<file path="config.mk">
export PLATFORM = sky130hd
export DESIGN_NAME = vote_session_ctrl
export DESIGN_NICKNAME = d
export VERILOG_FILES = /design/src/rtl/vote_session_ctrl.sv
export SDC_FILE = /design/constraint.sdc
export NUM_CORES = 1
export LEC_CHECK = 0
export ABC_AREA = 1
export CORE_UTILIZATION = 35
export CTS_CLUSTER_DIAMETER = 50
export CTS_CLUSTER_SIZE = 28
export DETAILED_ROUTE_END_ITERATION = 12
export DONT_BUFFER_PORTS = 1
export PLACE_DENSITY = 0.57
export RECOVER_POWER = 50
export SYNTH_ARGS = -nofsm -noshare
export SYNTH_HDL_FRONTEND = slang
export SYNTH_SLANG_ARGS = --single-unit
</file>
<file path="constraint.sdc">
create_clock -name clk -period 4.99 [get_ports clk]
set_input_delay 0.7485 -clock clk [delete_from_list [all_inputs] [get_ports clk]]
set_output_delay 0.7485 -clock clk [all_outputs]
set_load 0.1 [all_outputs]
</file>
<file path="src/rtl/vote_session_ctrl.sv">
// vote_session_ctrl: runs one ballot of the 5-voter majority board.
// A session opens on start, accepts at most one vote per voter, then closes
// when everyone has voted, on an explicit close, or when the timer expires.
// One tally cycle later the yes count and pass/fail are presented until acked.
module vote_session_ctrl #(
    parameter  int N_VOTERS    = 5,
    parameter  int THRESH      = 3,
    parameter  int TIMEOUT_CYC = 1000,
    localparam int CNT_W       = $clog2(N_VOTERS + 1),
    localparam int TMR_W       = $clog2(TIMEOUT_CYC)
) (
    input  logic                clk,
    input  logic                rst_n,
    input  logic                start,
    input  logic                close,
    input  logic [N_VOTERS-1:0] vote_en,
    input  logic [N_VOTERS-1:0] vote_val,
    input  logic                ack,
    output logic                busy,
    output logic [N_VOTERS-1:0] cast_mask,
    output logic [CNT_W-1:0]    yes_cnt,
    output logic                pass,
    output logic                result_vld,
    output logic                dup_err
);

    typedef enum logic [1:0] {
        S_IDLE   = 2'd0,
        S_OPEN   = 2'd1,
        S_TALLY  = 2'd2,
        S_RESULT = 2'd3
    } state_t;

    state_t              state_reg;
    logic [N_VOTERS-1:0] ballot_reg;
    logic [TMR_W-1:0]    timer_reg;

    logic [N_VOTERS-1:0] accept;
    logic [N_VOTERS-1:0] dup_hit;
    logic [N_VOTERS-1:0] cast_next;
    logic [N_VOTERS-1:0] ballot_next;
    logic [N_VOTERS-1:0] yes_bits;
    logic [CNT_W-1:0]    tally;
    logic                last_tick;
    logic                close_now;

    // Per-voter accept/duplicate decode against the registered cast mask.
    generate
        for (genvar gi = 0; gi < N_VOTERS; gi++) begin : g_voter
            assign accept[gi]      = vote_en[gi] & ~cast_mask[gi];
            assign dup_hit[gi]     = vote_en[gi] &  cast_mask[gi];
            assign cast_next[gi]   = cast_mask[gi] | vote_en[gi];
            assign ballot_next[gi] = accept[gi] ? vote_val[gi] : ballot_reg[gi];
            // A voter who never cast is counted as a no regardless of ballot.
            assign yes_bits[gi]    = ballot_reg[gi] & cast_mask[gi];
        end
    endgenerate

    // Population count of yes ballots among voters who actually cast.
    always_comb begin
        tally = '0;
        for (int i = 0; i < N_VOTERS; i++) begin
            tally = tally + CNT_W'(yes_bits[i]);
        end
    end

    // The session lasts TIMEOUT_CYC cycles at most: timer runs 0..TIMEOUT_CYC-1.
    assign last_tick = (timer_reg == TMR_W'(TIMEOUT_CYC - 1));
    // Exit uses the registered mask, so the cycle after the final vote is still open.
    assign close_now = (&cast_mask) | close | last_tick;

    // Session sequencer with all outputs registered.
    always_ff @(posedge clk or negedge rst_n) begin
        if (!rst_n) begin
            state_reg  <= S_IDLE;
            ballot_reg <= '0;
            timer_reg  <= '0;
            busy       <= 1'b0;
            cast_mask  <= '0;
            yes_cnt    <= '0;
            pass       <= 1'b0;
            result_vld <= 1'b0;
            dup_err    <= 1'b0;
        end else begin
            dup_err <= 1'b0;
            case (state_reg)
                S_IDLE: begin
                    if (start) begin
                        state_reg  <= S_OPEN;
                        busy       <= 1'b1;
                        cast_mask  <= '0;
                        ballot_reg <= '0;
                        yes_cnt    <= '0;
                        pass       <= 1'b0;
                        timer_reg  <= '0;
                    end
                end
                S_OPEN: begin
                    // Votes arriving alongside close/timeout are still latched.
                    cast_mask  <= cast_next;
                    ballot_reg <= ballot_next;
                    dup_err    <= |dup_hit;
                    if (close_now) begin
                        state_reg <= S_TALLY;
                        busy      <= 1'b0;
                    end else begin
                        timer_reg <= timer_reg + TMR_W'(1);
                    end
                end
                S_TALLY: begin
                    yes_cnt    <= tally;
                    pass       <= (tally >= CNT_W'(THRESH));
                    result_vld <= 1'b1;
                    state_reg  <= S_RESULT;
                end
                S_RESULT: begin
                    // A new start takes priority over acknowledging the old result.
                    if (start) begin
                        state_reg  <= S_OPEN;
                        busy       <= 1'b1;
                        result_vld <= 1'b0;
                        cast_mask  <= '0;
                        ballot_reg <= '0;
                        yes_cnt    <= '0;
                        pass       <= 1'b0;
                        timer_reg  <= '0;
                    end else if (ack) begin
                        state_reg  <= S_IDLE;
                        result_vld <= 1'b0;
                    end
                end
                default: begin
                    state_reg <= S_IDLE;
                end
            endcase
        end
    end

endmodule

</file>
==> summary.md <==
| Metric | Value |
|---|---|
| Synthesized flop and latch total | 29 |
| Initial Util | 36.7% |
| Maximum clock frequency | 357 MHz |
| I/O Buffers | 0 |
| Slew Viols, Final | 0 |
| Fin Setup TNS | 0 ns |
| Layout Utilization | 40.6% |
| Vias in the first global route | 1,374 |
| Slew margin rel. | 30.3% |
| Final Hold Vio Count | 0 |
| Crit path DAT | 2.97 ns |
| Crit Reg-Reg Startpoint | cast_mask[3]$_DFFE_PN0P_ |
| Minimum clock period | 2.80 ns |
| Die footprint | 0.00527 mm^2 |
| Maximum vdd drop | 0.427 mV |
| Yosys warnings | 0 |
| CTS Buf Count | 5 |
| Post-CTS Setup Inserts | 0 |
| Diode count | 0 |
| Worst r2r path cells | 7 |
| Post-cts hold buffer count | 0 |
| First-pass GRT wire length | 6650 um |
| R2R Setup Slk | 2.19 ns |
| Number of vias per cell | 4.81 |
| # resized after CTS | 0 |
| Crit-path cells | nand2_1 -> fa_1 -> fa_1 -> inv_1 -> ha_1 -> nand2_1 -> o311ai_0 |
| Drt initial violations | 98 |
| Sequential share of the synthesized area | 41.6% |
| Overflow after GRT | 0 |
| Max reg flops | 10 |
| CTS tree | built |
| Routed Antenna Nets | 0 |
| Deepest clock path buffer count | 2 |
| Dpl hpwl | 2710 um |
| Setup Viol. Count Final | 0 |
| Post-Syn Nets | 252 |
| Die width | 72.6 um |
| Setup crit end kind | flop |
| Initial antenna violation count | 0 |
| Unrepaired setup endpoints after global routing | no |
| Layout cells sized above 1 | 6.49% |
| Drt drc | 0 |
| Pwr dens | 716 mW/mm^2 |
| Worst-margin pin slew | 1.04 ns |
| Critical path's largest stage delay | 1.00 ns |
| Post-synthesis area per instance | 7.72 um^2 |
| Reg-to-reg endpoint | pass$_DFFE_PN0P_ |
| Number of detailed-route iterations in the first pass | 4 |
| Total track usage | 16.7% |
| Min-delay worst type | in -> async |
| Detailed-route via count | 1,432 |
| Gate count after technology mapping | 226 |
| DR WL/cell | 13.0 um |
| Slowest cell on crit path | dfrtp_1 |
| Worst Path Required | 5.15 ns |
| Clk_lat worst skew | 0.28 ns |
| Critical Path Start Type | flop |
| Leak pwr | 0.907 nW |
| Clock Skews | 0.00566 ns |
| Most frequent cells in the layout | 72 x nand2_1, 29 x dfrtp_1, 23 x inv_1 |
| GP Congestion | 0.775 |
| Io pins | 27 |
| Library cells used by synthesis | 31 |
| Max Cap Violations | 0 |
| Largest net degree at the start of global routing | 30 |
| Pre-CTS setup slack | 2.17 ns |
| Nets@finish | 256 |
| Core area | 0.00475 mm^2 |
| Synthesized cell area | 0.00174 mm^2 |
| CP Class | reg -> reg |
| Worst Path Max Fanout | 6 |
| DRT Wirelength | 3870 um |
| Status | complete, no violations |
| DIE HEIGHT | 72.6 um |
| H-tree depth | 2 |
| Commonest non-fill, non-tap cell in the layout | nand2_1 |
| Tcrit/Tclk final | 56.2% |
| Site row count | 25 |
| Clock tree sinks | 29 |
| Setup WS post-layout | 2.19 ns |
| Area Growth Syn to Fin | 10.5% |
| Clk slew on worst S/H paths | 0.07 ns |
| Clk root buf | clkbuf_8 |
[metrics by stage]
| step | std cells | hold slack [ns] | cell area, um^2 | total power [W] |
|---|---|---|---|---|
| 2_1_floorplan | 226 | 0.453 | 1740 | 0.00101 |
| 6_report | 298 | 0.155 | 1930 | 0.00138 |
| 3_3_place_gp | 290 | 0.453 | 1810 | 0.00113 |
| 5_1_grt | 298 | 0.138 | 1930 | 0.00148 |
| 3_5_place_dp | 290 | 0.453 | 1810 | 0.00113 |
| 4_1_cts | 298 | 0.143 | 1930 | 0.00139 |
[area by class of cell]
type                            instances  area (um^2)
Fill cell                             521         2830
Multi-Input combinational cell        169          908
Sequential cell                        29          726
Inverter                               25         93.8
Clock buffer                            7         86.3
Tap cell                               67         83.8
Clock inverter                          1         30.0
[cells by family after synthesis]
| family | Yosys count | share of synthesized area [%] |
|---|---|---|
| and+or+nand+nor | 119 | 30.4 |
| AOI/OAI and AO/OA | 39 | 12.9 |
| adders and majority gates | 11 | 8.75 |
| buffers and inverters | 28 | 6.31 |
| DFF | 29 | 41.6 |
[layer usage]
metal | vias to the layer above | GRT usage [%] | part of all wire (%)
met2 | 34 | 25.4 | 43
met1 | 653 | 21.9 | 49
met5 | - | 0 | 0
met3 | 8 | 3.87 | 5.1
met4 | 0 | 9.15 | 2.1
li1 | 737 | - | -
[critical path: cells and delay by family, from the launching register on]
| family | cells | cell delay (ns) |
|---|---|---|
| buffers and inverters | 1 | 0.08 |
| adder cells (fa/ha/maj) | 3 | 1.08 |
| flip-flops | 1 | 1.00 |
| AND/OR/NAND/NOR | 2 | 0.24 |
| AO/OA/AOI/OAI | 1 | 0.28 |
[cells in the mapped netlist]
| cell type | instances | share of area [%] |
|---|---|---|
| nand4_1 | 1 | 0.36 |
| o22ai_1 | 3 | 1.1 |
| a31oi_1 | 5 | 1.8 |
| a22o_1 | 1 | 0.50 |
| nand2_8 | 1 | 1.1 |
| buf_2 | 1 | 0.29 |
| nor2_2 | 1 | 0.36 |
| ha_1 | 9 | 6.5 |
| a22oi_1 | 1 | 0.43 |
| o21a_1 | 1 | 0.43 |
| nor2_8 | 1 | 1.1 |
| o21ai_1 | 1 | 0.29 |
| nand2_2 | 1 | 0.36 |
| o21ai_0 | 15 | 4.3 |
| inv_2 | 2 | 0.43 |
| a21oi_1 | 9 | 2.6 |
| nand2_1 | 72 | 15 |
| a311oi_1 | 1 | 0.50 |
| nor2_1 | 22 | 4.7 |
| nand3b_1 | 2 | 0.86 |
| dfrtp_1 | 29 | 42 |
| buf_4 | 1 | 0.43 |
| nand2_4 | 1 | 0.65 |
| nor3_1 | 1 | 0.29 |
| a21oi_2 | 1 | 0.50 |
| nand3_1 | 13 | 3.7 |
| nor3b_1 | 3 | 1.3 |
| inv_1 | 23 | 4.9 |
| fa_1 | 2 | 2.3 |
| o311ai_0 | 1 | 0.50 |
| clkbuf_1 | 1 | 0.22 |
[report_power, final]
group	total (W)	leakage (nW)	switching, W	internal [W]
sequential	0.000628	0.379	0.000320	0.000308
clock	0.000256	0.0585	0.0000932	0.000163
combinational	0.000496	0.470	0.000331	0.000165
total	0.00138	0.907	0.000745	0.000636
[how the worst max path moves through the flow]
stage                                   from                endpoint  cells past startpoint
floorplan           cast_mask[0]$_DFFE_PN0P_  yes_cnt[1]$_DFFE_PN0P_                      6
global placement    cast_mask[0]$_DFFE_PN0P_        pass$_DFFE_PN0P_                      7
detailed placement  cast_mask[0]$_DFFE_PN0P_        pass$_DFFE_PN0P_                      7
CTS                 cast_mask[0]$_DFFE_PN0P_        pass$_DFFE_PN0P_                      7
global route        cast_mask[0]$_DFFE_PN0P_        pass$_DFFE_PN0P_                      7
finish              cast_mask[3]$_DFFE_PN0P_        pass$_DFFE_PN0P_                      7
No activity file was read; power rests on OpenSTA's default activity.
